File: src/rtl/sig_settle_pkg.sv
// Shared types and constants for the settle qualifier.
// No logic of its own; state enum, default constants and a counter-width helper.
// Imported by sig_settle_qualifier.
package sig_settle_pkg;

   typedef enum logic {
      ST_IDLE     = 1'b0,
      ST_SETTLING = 1'b1
   } state_t;

   localparam int SETTLE_DEF   = 4;
   localparam int MAX_WAIT_DEF = 64;

   // Bits needed to hold values 0..limit inclusive.
   function automatic int cnt_width(input int limit);
      return $clog2(limit + 1);
   endfunction

endpackage

File: src/rtl/sig_settle_qualifier.sv
// Commits a synchronized multi-bit word only after SETTLE identical consecutive samples.
// Latency: SETTLE cycles from first sample of a new value to settled_out/new_val (registered).
// No backpressure; optional SIG_SETTLE_ERR_EN adds a sticky timeout flag (unstable_err/err_clr).
module sig_settle_qualifier
   import sig_settle_pkg::*;
#(
   parameter int N        = 24,
   parameter int SETTLE   = SETTLE_DEF,
   parameter int MAX_WAIT = MAX_WAIT_DEF
) (
   input  logic         clkin,
   input  logic         reset_n,
   input  logic [N-1:0] synced_sig_in,
   output logic [N-1:0] settled_out,
   output logic         new_val,
   output logic         busy
`ifdef SIG_SETTLE_ERR_EN
   ,
   input  logic         err_clr,
   output logic         unstable_err
`endif
);

   localparam int            CW   = cnt_width(SETTLE);
   localparam logic [CW-1:0] LAST = CW'(SETTLE - 1);

   state_t        r_state;
   logic [N-1:0]  r_cand;
   logic [CW-1:0] r_cnt;
   logic [N-1:0]  r_out;
   logic          r_new;

   state_t        w_state_nxt;
   logic [N-1:0]  w_cand_nxt;
   logic [CW-1:0] w_cnt_nxt;
   logic [N-1:0]  w_out_nxt;
   logic          w_new_nxt;
   logic          w_enter;

   // Next-state and datapath decisions; every target defaults to holding its value.
   always_comb begin
      w_state_nxt = r_state;
      w_cand_nxt  = r_cand;
      w_cnt_nxt   = r_cnt;
      w_out_nxt   = r_out;
      w_new_nxt   = 1'b0;
      w_enter     = 1'b0;
      case (r_state)
         ST_IDLE: begin
            if (synced_sig_in != r_out) begin
               w_cand_nxt  = synced_sig_in;
               w_cnt_nxt   = CW'(1);
               w_state_nxt = ST_SETTLING;
               w_enter     = 1'b1;
            end
         end
         ST_SETTLING: begin
            if (synced_sig_in == r_cand) begin
               if (r_cnt == LAST) begin
                  // Commit; a candidate equal to the held word was a glitch that reverted.
                  w_state_nxt = ST_IDLE;
                  w_cnt_nxt   = '0;
                  if (r_cand != r_out) begin
                     w_out_nxt = r_cand;
                     w_new_nxt = 1'b1;
                  end
               end else begin
                  w_cnt_nxt = r_cnt + CW'(1);
               end
            end else begin
               // Any change restarts stability with the new sample counted as the first.
               w_cand_nxt = synced_sig_in;
               w_cnt_nxt  = CW'(1);
            end
         end
         default: begin
            w_state_nxt = ST_IDLE;
         end
      endcase
   end

   // State, candidate, counter and registered outputs.
   always_ff @(posedge clkin or negedge reset_n) begin
      if (!reset_n) begin
         r_state <= ST_IDLE;
         r_cand  <= '0;
         r_cnt   <= '0;
         r_out   <= '0;
         r_new   <= 1'b0;
      end else begin
         r_state <= w_state_nxt;
         r_cand  <= w_cand_nxt;
         r_cnt   <= w_cnt_nxt;
         r_out   <= w_out_nxt;
         r_new   <= w_new_nxt;
      end
   end

   assign settled_out = r_out;
   assign new_val     = r_new;
   assign busy        = (r_state == ST_SETTLING);

`ifdef SIG_SETTLE_ERR_EN
   localparam int            WW       = cnt_width(MAX_WAIT);
   localparam logic [WW-1:0] WAIT_MAX = WW'(MAX_WAIT);
   localparam logic [WW-1:0] WAIT_PRE = WW'(MAX_WAIT - 1);

   logic [WW-1:0] r_wait;
   logic          r_err;
   logic          w_err_set;

   // Flag is raised on the edge where the timer reaches its ceiling, not while it sits there.
   assign w_err_set = (r_state == ST_SETTLING) && (r_wait == WAIT_PRE);

   // Wait timer: cleared on entry to SETTLING, saturating count of SETTLING cycles.
   always_ff @(posedge clkin or negedge reset_n) begin
      if (!reset_n) begin
         r_wait <= '0;
      end else if (w_enter) begin
         r_wait <= '0;
      end else if ((r_state == ST_SETTLING) && (r_wait != WAIT_MAX)) begin
         r_wait <= r_wait + WW'(1);
      end
   end

   // Sticky error; a set in the same cycle as a clear takes priority.
   always_ff @(posedge clkin or negedge reset_n) begin
      if (!reset_n) begin
         r_err <= 1'b0;
      end else if (w_err_set) begin
         r_err <= 1'b1;
      end else if (err_clr) begin
         r_err <= 1'b0;
      end
   end

   assign unstable_err = r_err;
`else
   localparam int unused_max_wait = MAX_WAIT;
`endif

endmodule
File: config.mk
export PLATFORM = sky130hd
export DESIGN_NAME = sig_settle_qualifier
export DESIGN_NICKNAME = d
export VERILOG_FILES = /design/src/rtl/sig_settle_pkg.sv /design/src/rtl/sig_settle_qualifier.sv
export SDC_FILE = /design/constraint.sdc
export NUM_CORES = 1
export LEC_CHECK = 0
export ABC_AREA = 0
export ABC_CLOCK_PERIOD_IN_PS = 3600
export BUFFER_PORTS_ARGS = -buffer_cell sky130_fd_sc_hd__buf_4
export CAP_MARGIN = 25
export CORE_MARGIN = 10
export CORE_UTILIZATION = 60
export CTS_BUF_LIST = sky130_fd_sc_hd__clkbuf_2 sky130_fd_sc_hd__clkbuf_4 sky130_fd_sc_hd__clkbuf_8
export DETAILED_ROUTE_END_ITERATION = 6
export PLACE_DENSITY = 0.9
export SETUP_SLACK_MARGIN = 0.3
export SYNTH_ARGS = -nofsm -noshare
export SYNTH_HDL_FRONTEND = slang
export SYNTH_SLANG_ARGS = --single-unit
File: constraint.sdc
create_clock -name clkin -period 3.6 [get_ports clkin]
set_input_delay 0.72 -clock clkin [delete_from_list [all_inputs] [get_ports clkin]]
set_output_delay 0.72 -clock clkin [all_outputs]
set_load 0.05 [all_outputs]
# Yosys cells after proc, flatten, opt, wreduce, memory -nomap -nowiden
# Cells that the tools add are included.
word_totals:
  register_bits: 53
  output_inout_bits: 26
  input_bits: 26
classes:
  eq_ne: 6
  add_sub_neg: 1
  bitwise: 1
  muxes: 15
  reduce_logical: 2
op_table:
  columns: ["operator", "n"]
  rows:
  - ["24-bit 2-to-1 mux", 2]
  - ["24-bit != test", 2]
  - ["24-bit case mux with 2 select lines", 1]
  - ["24-bit == test", 1]
  - ["3-bit 2-to-1 mux", 3]
  - ["1-bit 2-to-1 mux", 7]
  - ["3-bit case mux with 2 select lines", 1]
  - ["2-bit != test, second input constant", 2]
  - ["4-bit AND reduction", 1]
  - ["3-bit by 1-bit adder with 3-bit output, second input constant", 1]
  - ["3-bit by 2-bit == test with 1-bit output, second input constant", 1]
  - ["1-bit case mux with 2 select lines", 1]
  - ["2-bit AND reduction", 1]
  - ["1-bit NOT", 1]

# Logic depth before layout (Yosys ltp)
# Gate-level depths: netlist of the first run.
logic_depth:
  ltp_word: 5
  depth_mapped: 7
  mapped_depth_nobuf: 6

# Worst setup path before layout of the first run
# No wires, ideal clock.
synth_timing:
  path_kind: "input-to-reg"
  start: "in synced_sig_in[22]"
  end: "reg r_out[10] (netlist: settled_out[10])"
  stages: 7
  arrival_time_ns: 2.299
  slack_ns: 1.174
  cell_sequence: "xnor2_1 nand4_1 nor4_2 nand3_1 nor3_4 buf_4 mux2_1"
synth_between:
  elab_chain_cells: 2
synth_lines:
  columns: ["element", "line", "text"]
  rows:
  - ["from (decl)", "sig_settle_qualifier.sv:13", "input logic [N-1:0] synced_sig_in,"]
  - ["24-bit == test", "sig_settle_qualifier.sv:58", "if (synced_sig_in == r_cand) begin"]
  - ["4-bit AND reduction (no source line)", null, null]
  - ["to (signal assigned)", "sig_settle_qualifier.sv:94", "r_out <= w_out_nxt;"]
  - ["to (decl)", "sig_settle_qualifier.sv:30", "logic [N-1:0] r_out;"]
# No other way between the ends.
# A chain may end at the register's enable or synchronous reset.

# Worst setup path in the final report of the first run
# Ends and elaborated chain as after synthesis.

==> results of run 1 <==
-- worst max-delay path by stage --
stage / from / endpoint / slack [ps] / cells after the start
after global placement: synced_sig_in[3] / settled_out[21] / 630 / 8
final: synced_sig_in[22] / settled_out[10] / 860 / 8
after CTS: synced_sig_in[22] / settled_out[20] / 890 / 8
after floorplan: synced_sig_in[22] / settled_out[10] / 1170 / 7
after detailed placement: synced_sig_in[22] / settled_out[10] / 560 / 8
after global routing: synced_sig_in[3] / settled_out[20] / 680 / 8
-- cells by family (layout without fill, tap and decap cells) --
logic type | count (synthesis) | after routing | synth area share [%]
xor gates and xnor gates | 72 | 72 | 21.8
DFF | 53 | 53 | 45.8
and+or+nand+nor | 34 | 34 | 8.00
adders and majority gates | 1 | 1 | 0.432
muxes | 48 | 48 | 21.3
buffers and inverters | 6 | 63 | 1.56
AOI/OAI and AO/OA | 5 | 5 | 1.12
-- state kept, by name, indices dropped and copies added (netlist names) --
signal,flops
r_cand,24
r_cnt,3
new_val,1
settled_out,24
busy,1
-- worst max-delay path, delay by kind of cell --
kind	cells	cell delay, ps
AND/OR/NAND/NOR	4	1240
multiplexers	1	340
XOR/XNOR	1	220
buffers and inverters	2	410
-- placed cells by master, fill, tap and decap left out, drive strengths merged, types with 5 or more instances in the layout --
master	synthesis	routed
mux2	48	48
clkbuf	0	8
nor2	5	5
xor2	32	32
nor4	9	9
xnor2	40	40
dfrtp	53	53
nand4	12	12
buf	4	53
-- per-layer routing --
layer	vias up	part of all wire, %	GRT usage [%]
li1	876	-	-
met1	914	45	21.4
met4	0	2.4	7.08
met5	-	0	0
met2	62	47	26.1
met3	18	6.0	4.47
-- power groups by stage --
stage                     sequential [uW]  clock [uW]  combinational, uW
after floorplan                       635           0               66.1
after global placement                638           0                122
after detailed placement              640           0                124
after CTS                             628         354                125
after global routing                  631         371                135
final                                 628         345                123
-- through the flow --
step	hold WS [ps]	instances	util, %	cell area [um^2]	power, uW
after detailed placement	471	322	70.8	3320	763
final	438	330	72.7	3410	1100
after CTS	457	330	72.7	3410	1110
after floorplan	424	219	-	2890	701
after global routing	495	330	72.7	3410	1140
after global placement	464	322	70.8	3320	761
-- cell type report --
type,count,share of cell area (%)
repair buffers,53,11.7
multi-input cells,160,44.6
clock buffers,8,2.68
well taps,54,1.98
flip-flops and latches,53,38.9
inverters,2,0.220
==> flow_metrics.env, run 1 <==
export IMPL_skew_ps=10.0
export IMPL_grt_pass1_vias=2012
export IMPL_cts_buffer_depth=2
export IMPL_grt_max_degree=54
export IMPL_clk_latency_ps=310
export IMPL_reg2reg_from="r_cand[3]"
export IMPL_synthArstFlopShare_pct=100
export IMPL_synth_top_area_cell="dfrtp_1"
export IMPL_post_synth_top_count_cell="dfrtp_1"
export IMPL_yosysSeqAreaShare_pct=45.8
export IMPL_drt_iter0_markers=132
export IMPL_dp_slack_ps=558
export IMPL_vias=1870
export IMPL_ff2ff_setup_slack_ps=960
export IMPL_cp_slowest_stage_delay_ps=480
export IMPL_drt_wirelength_per_cell_um=19.2
export IMPL_antenna_found_initial=0
export IMPL_pwr_share_seq_pct=57.3
export IMPL_die_w_um=89.5
export IMPL_synth_seq_cells=53
export IMPL_crit_chain="buf_4 > xnor2_1 > nand4_1 > nor4_2 > nand3_1 > nor3_4 > buf_4 > mux2_1"
export IMPL_critPathMostFrequentCell="buf_4"
export IMPL_yosysTopAreaCellShare_pct=45.8
export IMPL_nets=302
export IMPL_firstDrtPassIters=4
export IMPL_die_area_um2=8000
export IMPL_p_comb_share_pct=11.2
export IMPL_yosys_top_cells_count="dfrtp_1 (53), xnor2_1 (40), xor2_1 (32)"
export IMPL_diodes=0
export IMPL_drv_cap=0
export IMPL_synthTopCellsByArea="dfrtp_1 (46%), xnor2_1 (12%), mux2_4 (10%)"
export IMPL_drc=0
export IMPL_synth_edf_count=0
export IMPL_num_io_pins=52
export IMPL_crit_slowest_cell="nor3_4"
export IMPL_numCtsBuffers=5
export IMPL_reg2reg_depth=7
export IMPL_ant_nets=0
export IMPL_syn_cell_area_um2=2890
export IMPL_drv_slew=0
export IMPL_vias_per_cell=5.67
export IMPL_rows=25
export IMPL_hpwlAfterDp_um=4810
export IMPL_grt_util_all_layers_pct=16.7
export IMPL_numClockSinks=53
export IMPL_cp_max_fo=10
export IMPL_synth_nets=246
export IMPL_p_switching_uw=259
export IMPL_tightest_slew_ps=947
export IMPL_chipHeight_um=89.5
export IMPL_fin_crit_ps=2740
export IMPL_synthToLayoutAreaGrowth_pct=17.9
export IMPL_cts_tree="yes"
export IMPL_post_cts_buffers=0
export IMPL_crit_arrival_ps=2930
export IMPL_switching_share_pct=23.7
export IMPL_hold_path_class="in2async"
export IMPL_hold_viol=0
export IMPL_start_util_pct=61.7
export IMPL_p_int_uw=837
export IMPL_status="complete, no violations"
export IMPL_cts_root_buf="clkbuf_8"
export IMPL_ys_flop_type="dfrtp_1"
export IMPL_port_buffers=51
export IMPL_avgSynthCellArea_um2=13.2
export IMPL_fin_tns_setup_ps=0
export IMPL_p_clk_share_pct=31.5
export IMPL_syn_inst=219
export IMPL_fillers=315
export IMPL_core_um2=4690
export IMPL_finalCritPeriodShare_pct=76.2
export IMPL_yosysWarnings=0
export IMPL_grt_pass1_wl_um=10100
export IMPL_drive_gt1_share_pct=33.7
export IMPL_rsz0062_at_grt="no"
export IMPL_timing_rr_end="settled_out[10]"
export IMPL_setup_viol=0
export IMPL_overflow=0
export IMPL_cts_max_level=2
export IMPL_slew_headroom_pct=36.7
export IMPL_fmax_mhz=364
export IMPL_multi_input_area_um2=1520
export IMPL_startpoint_type="primary input"
export IMPL_worst_slack_ps=856
export IMPL_ir_drop_mv=0.197
export IMPL_cts_resized=0
export IMPL_drt_total_wl_um=6320
export IMPL_worstSetupPathType="in2reg"
export IMPL_clkTransAtPathRegs_ps=90
export IMPL_end_kind="register"
export IMPL_routabilityCongestion=0.815
export IMPL_synth_distinct_cells=25
export IMPL_crit_required_ps=3790
export IMPL_postCtsHoldBufs=0
export IMPL_regArea_um2=1330
export IMPL_power_leakage_uw=0.00169
export IMPL_power_density_nw_per_um2=321
(Power assumes the default switching activity.)
==> run 2: changes to the inputs <==
- ABC_AREA: 0 -> 1
- ABC_CLOCK_PERIOD_IN_PS: 3600 -> 2900
- PLACE_DENSITY: 0.9 -> 0.88
- clock period: 3.6 -> 2.9 ns (I/O delays scaled with it)
==> flow_metrics.env, run 2 <==
export IMPL_status="complete, no violations"
export IMPL_vias_per_cell=5.40
export IMPL_drt_iter0_markers=302
export IMPL_yosysWarnings=0
export IMPL_hold_viol=0
export IMPL_yosys_top_cells_count="nand2_1 (270), inv_1 (56), dfrtp_1 (53)"
export IMPL_crit_arrival_ps=2330
export IMPL_synth_edf_count=0
export IMPL_final_cell_mix="nand2_1 (270), inv_1 (56), buf_4 (55)"
export IMPL_clk_latency_ps=330
export IMPL_fin_crit_ps=2070
export IMPL_diodes=0
export IMPL_drv_slew=0
export IMPL_drive_gt1_share_pct=14.2
export IMPL_setup_viol=0
export IMPL_layoutNonFillerInstCount=695
export IMPL_cts_max_level=2
export IMPL_setup_worst_path_start="r_cand[23]"
export IMPL_drc=0
export IMPL_grt_util_all_layers_pct=20.7
export IMPL_place_area_um2=4050
export IMPL_critPathMostFrequentCell="nand2_1"
export IMPL_drt_total_wl_um=10000
export IMPL_die_area_um2=9590
export IMPL_startpoint_type="register"
export IMPL_fin_util_pct=69.8
export IMPL_synth_top_area_cell="dfrtp_1"
export IMPL_chipHeight_um=97.9
export IMPL_dp_cells=687
export IMPL_reg2reg_from="r_cand[23]"
export IMPL_syn_cell_area_um2=3640
export IMPL_cts_resized=0
export IMPL_drv_cap=0
export IMPL_fillers=536
export IMPL_end_kind="register"
export IMPL_power_total_uw=1420
export IMPL_grt_pass1_wl_um=16900
export IMPL_cp_max_fo=26
export IMPL_routabilityCongestion=0.864
export IMPL_ir_drop_mv=0.254
export IMPL_worstSetupPathType="reg2reg"
export IMPL_cts_root_buf="clkbuf_8"
export IMPL_postLayoutCellArea_um2=4130
export IMPL_overflow=0
export IMPL_rsz0062_at_grt="no"
export IMPL_synthArstFlopShare_pct=100
export IMPL_vias=3755
export IMPL_timing_rr_end="r_cand[11]"
export IMPL_antenna_found_initial=0
export IMPL_critPathTopFamily="simple AND/OR/NAND/NOR gates"
export IMPL_ff2ff_setup_slack_ps=830
export IMPL_drt_wirelength_per_cell_um=14.4
export IMPL_synth_nets=601
export IMPL_reg2reg_depth=9
export IMPL_critPathBufInv=1
export IMPL_clkTransAtPathRegs_ps=100
export IMPL_layout_commonest_cell="nand2_1"
export IMPL_core_um2=5920
export IMPL_finalCritPeriodShare_pct=71.4
export IMPL_num_io_pins=52
export IMPL_power_leakage_uw=0.00235
export IMPL_hpwlAfterDp_um=7100
export IMPL_crit_chain="xnor2_1 > nand2_1 > nor2_1 > nand3_2 > inv_2 > nand2_4 > nand2_4 > nand2_1 > nand2_1"
export IMPL_synth_seq_cells=53
export IMPL_skew_ps=14.3
export IMPL_post_synth_top_count_cell="nand2_1"
export IMPL_yosysSeqAreaShare_pct=36.4
export IMPL_tightest_slew_ps=702
export IMPL_cts_tree="yes"
export IMPL_synthToLayoutAreaGrowth_pct=13.5
export IMPL_synthTopCellsByArea="dfrtp_1 (36%), nand2_1 (28%), inv_1 (5.8%)"
export IMPL_cts_buffer_depth=2
export IMPL_numCtsBuffers=5
export IMPL_slew_headroom_pct=53.2
export IMPL_fin_tns_setup_ps=0
export IMPL_firstDrtPassIters=5
export IMPL_cp_depth=9
export IMPL_worstSetupEndpoint="r_cand[11]"
export IMPL_port_buffers=51
export IMPL_rows=28
export IMPL_ant_nets=0
export IMPL_syn_inst=574
export IMPL_crit_slowest_cell="dfrtp_1"
export IMPL_avgSynthCellArea_um2=6.35
export IMPL_post_cts_buffers=0
export IMPL_grt_pass1_vias=3560
export IMPL_cp_slowest_stage_delay_ps=440
export IMPL_grt_max_degree=54
export IMPL_hold_path_class="in2async"
export IMPL_die_w_um=97.9
export IMPL_start_util_pct=61.5
export IMPL_nets=646
export IMPL_postCtsHoldBufs=0
export IMPL_synth_distinct_cells=30
export IMPL_crit_required_ps=3160
export IMPL_ys_flop_type="dfrtp_1"
export IMPL_numClockSinks=53
export IMPL_power_density_nw_per_um2=344
export IMPL_yosysTopAreaCellShare_pct=36.4
export IMPL_fmax_mhz=483
==> run 2: area by class of cell <==
type	instances	area [um^2]	share of cell area, %
inverter	74	278	6.72
clock buffer	5	68.8	1.66
timing repair buffer	55	413	9.99
sequential	53	1330	32.1
clock inverter	3	17.5	0.424
multi-input combinational	430	1940	46.9
tap	75	93.8	2.27
==> run 2: layer usage <==
| metal | vias to the layer above | GRT usage, % | share of wire (%) | routed length [um] |
|---|---|---|---|---|
| met2 | 165 | 33.8 | 49 | 4890 |
| met5 | - | 0 | 0 | 0 |
| met1 | 1726 | 26.2 | 40 | 4050 |
| met4 | 0 | 7.61 | 2.0 | 203 |
| met3 | 19 | 4.37 | 8.8 | 881 |
| li1 | 1845 | - | - | - |
==> run 2: worst min path at each step <==
stage	start	end	slack, ps	depth (start not counted)
CTS	reset_n	r_cand[18]	330	1
global route	reset_n	r_cnt[0]	350	1
detailed placement	settled_out[11]	settled_out[11]	510	2
floorplan	reset_n	busy	280	0
finish	reset_n	settled_out[4]	270	1
global placement	settled_out[11]	settled_out[11]	500	2
==> run 2: logic make-up after synthesis <==
logic type                 synth area share [%]
and+or+nand+nor                            45.5
buffers and inverters                      10.4
DFF                                        36.4
xor gates and xnor gates                   4.81
AOI/OAI and AO/OA                          2.54
adders and majority gates                 0.343
==> run 2: stage by stage <==
step / setup WS (ps) / hold WS [ps]
2_1_floorplan: 1030 / 284
3_3_place_gp: 682 / 501
3_5_place_dp: 635 / 511
4_1_cts: 892 / 333
5_1_grt: 714 / 354
6_report: 828 / 270
==> run 2: report_power, final <==
group | leakage (uW) | total, uW | internal (uW) | switching [uW]
logic | 0.00163 | 205 | 84.7 | 120
registers | 0.000675 | 783 | 755 | 27.3
clock network | 0.0000439 | 433 | 168 | 266
